--- src/rtl/imem_load_arbiter.sv ---
// Instruction-RAM arbiter: CPU fetch in RUN, byte-serial program loader otherwise.
// Define IMEM_LOAD_CHECKSUM_EN to add the XOR checksum trailer check (CHECK/ERR states).
module imem_load_arbiter #(
  parameter int ADDR_W = 8,
  parameter int LEN_W  = 9
) (
  input  logic              clk,
  input  logic              reset,
  input  logic              load_start,
  input  logic [LEN_W-1:0]  load_len,
  input  logic              byte_valid,
  input  logic [7:0]        byte_data,
  output logic              byte_ready,
  input  logic [31:0]       cpu_addr,
  output logic [31:0]       cpu_instr,
  output logic              cpu_stall,
  output logic              pc_clear,
  output logic              fetch_fault,
  output logic [ADDR_W-1:0] mem_raddr,
  input  logic [31:0]       mem_rdata,
  output logic              mem_we,
  output logic [ADDR_W-1:0] mem_waddr,
  output logic [31:0]       mem_wdata,
  output logic              load_done,
  output logic              load_err
);

  localparam int DEPTH = 1 << ADDR_W;
  localparam logic [ADDR_W:0] ONE = (ADDR_W+1)'(1);

  typedef enum logic [2:0] {
    RUN,
    COLLECT,
    WRITE,
    DONE
`ifdef IMEM_LOAD_CHECKSUM_EN
    , CHECK
    , ERR
`endif
  } state_t;

  state_t          state;
  logic [ADDR_W:0] wcnt;
  logic [ADDR_W:0] len;
  logic [ADDR_W:0] len_in;
  logic [1:0]      bcnt;
  logic [23:0]     word;
  logic [31:0]     packed_word;
  logic            take;
  logic            start_ok;
  logic            unused_addr_hi;

`ifdef IMEM_LOAD_CHECKSUM_EN
  logic [31:0]     chk;
`else
  assign load_err = 1'b0;
`endif

  // Length is clamped to the RAM depth so an oversized request fills the RAM exactly once.
  function automatic logic [ADDR_W:0] clamp_len(input logic [LEN_W-1:0] l);
    if (32'(l) > 32'(DEPTH)) return (ADDR_W+1)'(DEPTH);
    return (ADDR_W+1)'(l);
  endfunction

  assign unused_addr_hi = ^cpu_addr[31:ADDR_W+2];

  always_comb begin
    take        = byte_valid & byte_ready;
    packed_word = {word, byte_data};
    len_in      = clamp_len(load_len);
    start_ok    = load_start && (state == RUN);
`ifdef IMEM_LOAD_CHECKSUM_EN
    if (state == ERR) start_ok = load_start;
`endif
  end

  // Fetch path is combinational in RUN; while loading the read port follows the word counter.
  always_comb begin
    mem_raddr   = wcnt[ADDR_W-1:0];
    cpu_instr   = 32'd0;
    fetch_fault = 1'b0;
    if (state == RUN) begin
      mem_raddr   = cpu_addr[ADDR_W+1:2];
      fetch_fault = |cpu_addr[1:0];
      cpu_instr   = fetch_fault ? 32'd0 : mem_rdata;
    end
  end

  always_ff @(posedge clk or posedge reset) begin
    if (reset) begin
      state      <= RUN;
      wcnt       <= '0;
      len        <= '0;
      bcnt       <= 2'd0;
      word       <= 24'd0;
      byte_ready <= 1'b0;
      cpu_stall  <= 1'b0;
      pc_clear   <= 1'b0;
      load_done  <= 1'b0;
      mem_we     <= 1'b0;
      mem_waddr  <= '0;
      mem_wdata  <= 32'd0;
`ifdef IMEM_LOAD_CHECKSUM_EN
      chk        <= 32'd0;
      load_err   <= 1'b0;
`endif
    end else begin
      mem_we    <= 1'b0;
      pc_clear  <= 1'b0;
      load_done <= 1'b0;
      if (start_ok) begin
        wcnt      <= '0;
        bcnt      <= 2'd0;
        len       <= len_in;
        cpu_stall <= 1'b1;
`ifdef IMEM_LOAD_CHECKSUM_EN
        chk       <= 32'd0;
        load_err  <= 1'b0;
`endif
        if (len_in == '0) begin
          state      <= DONE;
          load_done  <= 1'b1;
          pc_clear   <= 1'b1;
          byte_ready <= 1'b0;
        end else begin
          state      <= COLLECT;
          byte_ready <= 1'b1;
        end
      end else begin
        case (state)
          RUN: ;
          COLLECT: begin
            if (take) begin
              word <= packed_word[23:0];
              bcnt <= bcnt + 2'd1;
              if (bcnt == 2'd3) begin
                state      <= WRITE;
                byte_ready <= 1'b0;
                mem_we     <= 1'b1;
                mem_waddr  <= wcnt[ADDR_W-1:0];
                mem_wdata  <= packed_word;
`ifdef IMEM_LOAD_CHECKSUM_EN
                chk        <= chk ^ packed_word;
`endif
              end
            end
          end
          WRITE: begin
            wcnt <= wcnt + ONE;
            bcnt <= 2'd0;
            if (wcnt + ONE == len) begin
`ifdef IMEM_LOAD_CHECKSUM_EN
              state      <= CHECK;
              byte_ready <= 1'b1;
`else
              state      <= DONE;
              load_done  <= 1'b1;
              pc_clear   <= 1'b1;
`endif
            end else begin
              state      <= COLLECT;
              byte_ready <= 1'b1;
            end
          end
`ifdef IMEM_LOAD_CHECKSUM_EN
          CHECK: begin
            if (take) begin
              word <= packed_word[23:0];
              bcnt <= bcnt + 2'd1;
              if (bcnt == 2'd3) begin
                byte_ready <= 1'b0;
                if (packed_word == chk) begin
                  state     <= DONE;
                  load_done <= 1'b1;
                  pc_clear  <= 1'b1;
                end else begin
                  state    <= ERR;
                  load_err <= 1'b1;
                end
              end
            end
          end
          ERR: ;
`endif
          DONE: begin
            state     <= RUN;
            cpu_stall <= 1'b0;
          end
          default: begin
            state      <= RUN;
            byte_ready <= 1'b0;
            cpu_stall  <= 1'b0;
          end
        endcase
      end
    end
  end

endmodule
--- config.mk ---
export PLATFORM = sky130hd
export DESIGN_NAME = imem_load_arbiter
export DESIGN_NICKNAME = d
export VERILOG_FILES = /design/src/rtl/imem_load_arbiter.sv
export SDC_FILE = /design/constraint.sdc
export NUM_CORES = 1
export LEC_CHECK = 0
export ABC_AREA = 1
export CAP_MARGIN = 10
export CORE_AREA = 2 2 76 132
export DETAILED_ROUTE_END_ITERATION = 12
export DIE_AREA = 0 0 78 134
export PLACE_DENSITY = 0.85
export SKIP_LAST_GASP = 1
export SLEW_MARGIN = 5
export SYNTH_ARGS = -nofsm -noshare
export SYNTH_HDL_FRONTEND = slang
export SYNTH_SLANG_ARGS = --single-unit
export TNS_END_PERCENT = 20
--- constraint.sdc ---
create_clock -name clk -period 6.2 [get_ports clk]
set_clock_uncertainty 0.15 [all_clocks]
set_input_delay 0.62 -clock clk [delete_from_list [all_inputs] [get_ports clk]]
set_output_delay 0.62 -clock clk [all_outputs]
set_load 0.05 [all_outputs]
==> results of run 1 <==
==> layout by cell type (no fill, tap or decap), drive strengths merged <==
master and count:
o21ai 73, nand4 2, nor3 1, o41ai 1, xor2 1, clkbuf 9, inv 93, o21a 1
clkinv 5, ha 6, nand2 160, o22ai 8, a21oi 7, conb 1, buf 2, and2 1
nor2 54, or2 3, a22oi 1, dfrtp 90, nand3 26, clkdlybuf4s50 148
==> power by group through the flow <==
stage	registers (mW)	logic [mW]	clock network, mW
after global routing	0.835	1.02	0.556
final	0.818	0.935	0.521
after floorplan	0.894	0.551	0
after global placement	0.817	0.890	0
after CTS	0.816	0.936	0.530
after detailed placement	0.825	0.926	0
==> layer usage <==
| metal | wire length, um | part of all wire (%) | vias up |
|---|---|---|---|
| li1 | - | - | 1976 |
| met1 | 4050 | 36 | 1904 |
| met2 | 6140 | 54 | 167 |
| met3 | 537 | 4.8 | 41 |
| met4 | 579 | 5.1 | 0 |
| met5 | 0 | 0 | - |
==> logic make-up (layout without fill, tap and decap cells) <==
logic type               count (synthesis)  in the layout  synth area share [%]
buffers and inverters                  112            257                  10.6
flip-flops                              90             90                  52.3
AO/OA/AOI/OAI                           91             91                  11.1
AND/OR/NAND/NOR                        247            247                  24.0
other                                    1              1                0.0870
XOR/XNOR                                 1              1                 0.203
adder cells (fa/ha/maj)                  6              6                  1.74
==> registers in the layout, indices dropped and copies added, names as in the netlist <==
name        count
bcnt            2
byte_ready      1
cpu_stall       1
len             9
load_done       1
mem_waddr       8
mem_wdata      32
mem_we          1
state           2
wcnt            9
word           24
==> layout make-up <==
| class | count | share of cell area, % |
|---|---|---|
| Timing Repair Buffer | 150 | 24.4 |
| Tap cell | 122 | 2.49 |
| Clock buffer | 9 | 3.67 |
| Sequential cell | 90 | 36.7 |
| Clock inverter | 7 | 0.979 |
| Inverter | 91 | 5.67 |
| Multi-Input combinational cell | 346 | 26.1 |
==> path summary, 6_finish.rpt <==
kind	slack, ns	to	cells after the start
worst max-delay path	2.01	cpu_instr[21]	5
worst min-delay path	0.32	mem_wdata[24]$_DFFE_PP0P_	2
worst max register to register	2.10	mem_wdata[4]$_DFFE_PP0P_	10
worst min register to register	0.32	mem_wdata[24]$_DFFE_PP0P_	2
max in group asynchronous	4.39	mem_wdata[6]$_DFFE_PP0P_	3
min in group asynchronous	0.77	mem_waddr[4]$_DFFE_PP0P_	3
==> critical path, delay by kind of cell (launching register included) <==
| family | cells | cell delay, ns |
|---|---|---|
| buffers and inverters | 2 | 0.97 |
| adder cells (fa/ha/maj) | 1 | 0.67 |
| flip-flops | 1 | 0.42 |
| AND/OR/NAND/NOR | 2 | 1.01 |
==> results.cfg, run 1 <==
[power_and_ir_drop]
ir_worst_vdd_mv = 0.244
swShare_pct = 42.3
p_leak_nw = 2.94
p_comb_share_pct = 41.1
clockPowerShare_pct = 22.9
total_power_mw = 2.27
intPower_mw = 1.31
p_seq_share_pct = 36.0
power.switching_uw = 962
p_per_area_nw_per_um2 = 371

[finish]
fin_cells = 815
seqCellArea_um2 = 2250
drive_above_1_share_pct = 5.34
fillers = 754
fin_area_um2 = 6130
num-nets-final = 779
antenna_cells = 0
fin_util_pct = 65.2
multi_input_area_um2 = 1600
area_growth_pct = 42.3

[timing]
maxSlewHeadroom_pct = 24.7
final_max_slew_viol_count = 0
rsz0062_at_grt = false
fin_tns_setup_ns = 0
fin_crit_sh_pct = 67.6
tightestPinTransition_ns = 1.13
final.setup.worst_slack_ns = 2.01
period_needed_ns = 4.19
final_hold_viol_count = 0
setup_viol = 0
whs_ns = 0.325
fmax_mhz = 239

[global_routing]
grt_max_degree = 91
antenna_found_initial = 0
grt-ovfl-total = 0
grt_pass1_vias = 4186
gr-usage-met3_pct = 3.43
grt_pass1_wl_mm = 18.7
grt_use_total_pct = 22.4
grt_busiest_layer = met2
use_met1_pct = 24.0
met2_usage_pct = 40.6

[die]
die_area_um2 = 10500
core_area_um2 = 9410
io_pins = 172
num_rows = 47
floorplan.initialDensity_pct = 45.8
die_h_um = 134
die_w_um = 78

[clocking]
clock_latency_ns = 0.34
cts-resized-gates = 0
cts-buffers-inserted = 9
clock_sinks = 90
cts_htree_levels = 3
root_buffer = clkbuf_16
ctsHoldBuffers = 0
clk_path_buf_depth = 2
cts_tree = built
clk_pin_slew_worst_paths_ns = 0.07
cts_setup_buffers = 0

[routing]
num_vias = 4088
first_iter_violations = 303
dr.pass1.iters = 6
postRouteAntennaNets = 0
drc = 0
vias_per_cell = 5.02
routed_wl_mm = 11.3
wire_per_inst_um = 13.9

[placed_design]
pre_cts_slack_ns = 2.16
io_buffers = 148
dpl.hpwl_mm = 8.50
dp.cells = 799
place_area_um2 = 5850
place_congestion = 0.832

[hold_path]
hold_start = word[16]$_DFFE_PP0P_
hp-class = reg -> reg

[synth]
synth.top_cells.by_area = dfrtp_1 (52%), nand2_1 (14%), inv_1 (7.6%), o21ai_0 (5.6%), nor2_1 (4.4%)
synthesis.nets = 639
synth_common_cells = nand2_1 (155), dfrtp_1 (90), inv_1 (87)
yosysMostFrequentCell = nand2_1
synth_area_leader_cell = dfrtp_1
synth_seq_area_share_pct = 52.3
async_flop_share_pct = 100
synth-main-ff-cell = dfrtp_1
synth_edf_count = 0
syn_area_um2 = 4310
syn_inst = 548
yosysWarningCount = 0
synth.distinct_cells = 32
ys_ff_latch = 90
synth_top_cell_area_share_pct = 52.3
avgSynthCellArea_um2 = 7.86

[job]
max-cap-violations = 0

[status]
outcome = complete, no violations

[setup_path]
critPathRequiredTime_ns = 5.43
crit_path_start_kind = flop
worst_r2r_startpoint = state[0]$_DFFE_PP0P_
arrival_ns = 3.42
crit_fanout = 32
setup.worst_path.start = state[0]$_DFFE_PP0P_
crit_path_end_kind = primary output
cp_slowest_cell = clkdlybuf4s50_1
path_cells = inv_1 > ha_1 > nand2_1 > nor2_1 > clkdlybuf4s50_1
path_class = reg -> out
crit_path_max_incr_delay_ns = 0.85
No activity file was read; power rests on OpenSTA's default activity.
==> run 2: changes to the inputs <==
CORE_AREA = 2 2 78 136   (was 2 2 76 132)
DIE_AREA = 0 0 80 138   (was 0 0 78 134)
PLACE_DENSITY = 0.81   (was 0.85)
clock period = 4.25 ns   (was 6.2 ns; I/O delays follow)
==> results.cfg, run 2 (synthesized netlist as in run 1, its figures left out) <==
[status]
outcome = complete, no violations

[clocking]
clock_latency_ns = 0.34
cts_htree_levels = 3
clk_pin_slew_worst_paths_ns = 0.07
root_buffer = clkbuf_16
clk_path_buf_depth = 2
clock_sinks = 90
cts-resized-gates = 0
cts-buffers-inserted = 9
cts_tree = built
cts_setup_buffers = 0
ctsHoldBuffers = 0

[finish]
num-nets-final = 781
area_growth_pct = 43.8
final_common_cell = nand2_1
antenna_cells = 0
largest_reg_flops = 32
drive_above_1_share_pct = 5.61
largest_registers = mem_wdata x32, word x24
top_register = mem_wdata
final_cell_mix = nand2_1 (155), clkdlybuf4s50_1 (148), dfrtp_1 (90)
fillers = 853

[timing]
fmax_mhz = 291
maxSlewHeadroom_pct = 29.2
final_hold_viol_count = 0
tightestPinTransition_ns = 1.06
period_needed_ns = 3.44
final_max_slew_viol_count = 0
fin_tns_setup_ns = 0
setup_viol = 0
rsz0062_at_grt = false
fin_crit_sh_pct = 80.9

[setup_path]
path_class = reg -> out
arrival_ns = 2.86
crit_fanout = 32
critPathRequiredTime_ns = 3.67
path_cells = inv_1 > ha_1 > nand2_1 > buf_4 > nor2_1 > clkdlybuf4s50_1
cp_slowest_cell = clkdlybuf4s50_1
crit_path_max_incr_delay_ns = 0.82
crit_path_end_kind = primary output
critical-path-top-delay-family = buffers and inverters
path_buf_inv = 3
crit_path_start_kind = flop

[global_routing]
grt_pass1_wl_mm = 18.4
grt_max_degree = 65
grt_pass1_vias = 4104
grt_use_total_pct = 21.3
antenna_found_initial = 0
grt-ovfl-total = 0

[die]
die_area_um2 = 11000
die_h_um = 138
die_w_um = 80
num_rows = 49
io_pins = 172
floorplan.initialDensity_pct = 42.9
core_area_um2 = 10100

[power_and_ir_drop]
total_power_mw = 3.41
p_per_area_nw_per_um2 = 550
ir_worst_vdd_mv = 0.319
p_leak_nw = 2.96

[placed_design]
io_buffers = 148
place_congestion = 0.874
dpl.hpwl_mm = 8.30

[hold_path]
hp-class = reg -> reg

[routing]
dr.pass1.iters = 4
routed_wl_mm = 11.3
vias_per_cell = 4.88
wire_per_inst_um = 13.8
num_vias = 4015
postRouteAntennaNets = 0
drc = 0
first_iter_violations = 208

[job]
max-cap-violations = 0
run 2: through the flow:
step	instances	cell area [um^2]	worst slack [ns]	hold WS [ns]	utilization, %
detailed placement	806	5870	1.16	0.308	58.4
finish	822	6200	0.812	0.325	61.6
global route	822	6200	0.636	0.357	61.6
CTS	822	6200	0.777	0.324	61.6
global placement	806	5870	1.26	0.304	58.4
floorplan	548	4310	1.34	0.292	-
run 2: per-layer routing:
layer  vias to the layer above  global-route usage, %  routed length, um
met1                      1881                   22.9               4260
met3                        28                   3.59                394
met5                         -                      0                  0
met2                       134                   38.9               6300
li1                       1972                      -                  -
met4                         0                   10.3                393
run 2: cell type report:
class | instances | area [um^2] | share of cell area (%)
clock buffers | 9 | 225 | 3.63
clock inverters | 7 | 101 | 1.64
inverters | 91 | 348 | 5.61
multi-input cells | 346 | 1600 | 25.8
flip-flops and latches | 90 | 2250 | 36.3
well taps | 127 | 159 | 2.56
repair buffers | 152 | 1510 | 24.4
run 2: worst reg2reg max path: stages (launching register included):
cell and delay [ns]:
dfrtp_1 0.41, inv_1 0.12, ha_1 0.67, nand2_8 0.16, inv_6 0.17, nor3_4 0.04, buf_4 0.23, nand2_2 0.10
buf_4 0.51, nand2_1 0.16, o21ai_1 0.13
run 2: worst paths after layout:
check                           cells past startpoint            startpoint  slack [ns]                         to
worst max register to register                     10  state[0]$_DFFE_PP0P_        1.31  mem_wdata[17]$_DFFE_PP0P_
worst min register to register                      2  word[22]$_DFFE_PP0P_        0.32  mem_wdata[30]$_DFFE_PP0P_
min in group asynchronous                           2                 reset        0.49        wcnt[1]$_DFFE_PP0P_
worst min-delay path                                2  word[22]$_DFFE_PP0P_        0.32  mem_wdata[30]$_DFFE_PP0P_
worst max-delay path                                6  state[0]$_DFFE_PP0P_        0.81              cpu_instr[13]
max in group asynchronous                           3                 reset        2.50   mem_wdata[1]$_DFFE_PP0P_
run 2: power by group:
group	switching, mW	total, mW	internal, mW	leakage, nW
combinational	0.915	1.35	0.436	1.62
sequential	0.126	1.20	1.07	1.19
clock	0.341	0.861	0.520	0.153
total	1.38	3.41	2.03	2.96
==> run 3: changes to the inputs <==
clock period = 3.32 ns   (was 4.25 ns; I/O delays follow)
==> results.cfg, run 3 (synthesized netlist as in run 1, its figures left out) <==
[finish]
area_growth_pct = 51.1
largest_registers = mem_wdata x32, word x24
final_cell_mix = nand2_1 (155), clkdlybuf4s50_1 (116), dfrtp_1 (90)
fin_cells = 822
fillers = 786
final_common_cell = nand2_1
drive_above_1_share_pct = 10.2
largest_reg_flops = 32
num-nets-final = 781
antenna_cells = 0
top_register = mem_wdata

[clocking]
cts-buffers-inserted = 9
cts_tree = built
clk_path_buf_depth = 2
cts-resized-gates = 0
cts_setup_buffers = 0
clock_latency_ns = 0.34
ctsHoldBuffers = 0
clk_pin_slew_worst_paths_ns = 0.07
root_buffer = clkbuf_16
cts_htree_levels = 3
clock_sinks = 90

[setup_path]
reg2regPathDepth = 9
crit_fanout = 16
arrival_ns = 2.49
path_class = reg -> out
crit_path_start_kind = flop
crit_path_end_kind = primary output
critPathRequiredTime_ns = 2.84

[die]
io_pins = 172
num_rows = 49
core_area_um2 = 10100
floorplan.initialDensity_pct = 42.9
die_h_um = 138
die_w_um = 80
die_area_um2 = 11000

[routing]
highest_layer = met4
postRouteAntennaNets = 0
wl_met2_mm = 6.41
num_vias = 4050
wire_per_inst_um = 13.7
dr.pass1.iters = 5
met3WireLength_um = 541
routed_wl_mm = 11.3
vias_per_cell = 4.93
drt-met1-wl_mm = 3.94
first_iter_violations = 252
drc = 0

[power_and_ir_drop]
p_per_area_nw_per_um2 = 675
p_leak_nw = 3.11
ir_worst_vdd_mv = 0.577

[global_routing]
grt_max_degree = 60
grt_pass1_wl_mm = 19.0
antenna_found_initial = 0
grt_pass1_vias = 4183
grt-ovfl-total = 0
grt_use_total_pct = 21.6

[status]
outcome = complete, no violations

[placed_design]
dp.cells = 806
dpl.hpwl_mm = 8.61
io_buffers = 148
place_congestion = 0.882

[timing]
fin_crit_sh_pct = 89.5
final_hold_viol_count = 0
rsz0062_at_grt = false
final_max_slew_viol_count = 0
maxSlewHeadroom_pct = 36.6
period_needed_ns = 2.97
fin_tns_setup_ns = 0
fmax_mhz = 336
tightestPinTransition_ns = 0.948
setup_viol = 0

[job]
max-cap-violations = 0

[hold_path]
hp-class = in -> async
run 3: critical path, stage by stage (launching register included):
cell and delay [ns]:
dfrtp_1 0.40, inv_1 0.12, ha_1 0.34, buf_4 0.26
nand2_1 0.08, o21ai_0 0.10, clkdlybuf4s50_1 0.85
run 3: per-layer routing:
metal	vias to the layer above	global-route usage [%]
met5	-	0
met4	0	10.3
met3	27	3.59
met2	155	39.4
met1	1887	23.4
li1	1981	-
run 3: worst paths after layout:
kind | end | slack, ns | from
max in group asynchronous | word[21]$_DFFE_PP0P_ | 2.11 | reset
min in group clk | mem_wdata[30]$_DFFE_PP0P_ | 0.32 | word[22]$_DFFE_PP0P_
worst max register to register | mem_wdata[25]$_DFFE_PP0P_ | 0.78 | state[0]$_DFFE_PP0P_
worst min-delay path | mem_waddr[2]$_DFFE_PP0P_ | 0.22 | reset
worst max-delay path | mem_raddr[1] | 0.35 | state[0]$_DFFE_PP0P_
worst min register to register | mem_wdata[30]$_DFFE_PP0P_ | 0.32 | word[22]$_DFFE_PP0P_
run 3: layout make-up:
cell class	instances	area, um^2	area share [%]
well taps	127	159	2.44
inverters	91	348	5.34
flip-flops and latches	90	2250	34.6
multi-input cells	346	1600	24.6
clock inverters	7	83.8	1.29
clock buffers	9	225	3.46
repair buffers	152	1840	28.3
run 3: power breakdown:
part	internal [mW]	switching [mW]
clock	0.596	0.440
combinational	0.640	1.19
sequential	1.37	0.157
run 3: stage by stage:
| step | util, % | total power [mW] | worst slack [ns] | hold slack, ns | cell area, um^2 |
|---|---|---|---|---|---|
| after floorplan | - | 2.70 | 0.503 | 0.292 | 4310 |
| after global placement | 61.7 | 3.30 | 0.800 | 0.304 | 6200 |
| after detailed placement | 61.7 | 3.37 | 0.686 | 0.307 | 6200 |
| after CTS | 64.8 | 4.42 | 0.297 | 0.240 | 6510 |
| after global routing | 64.8 | 4.65 | 0.166 | 0.285 | 6510 |
| final | 64.8 | 4.39 | 0.348 | 0.220 | 6510 |
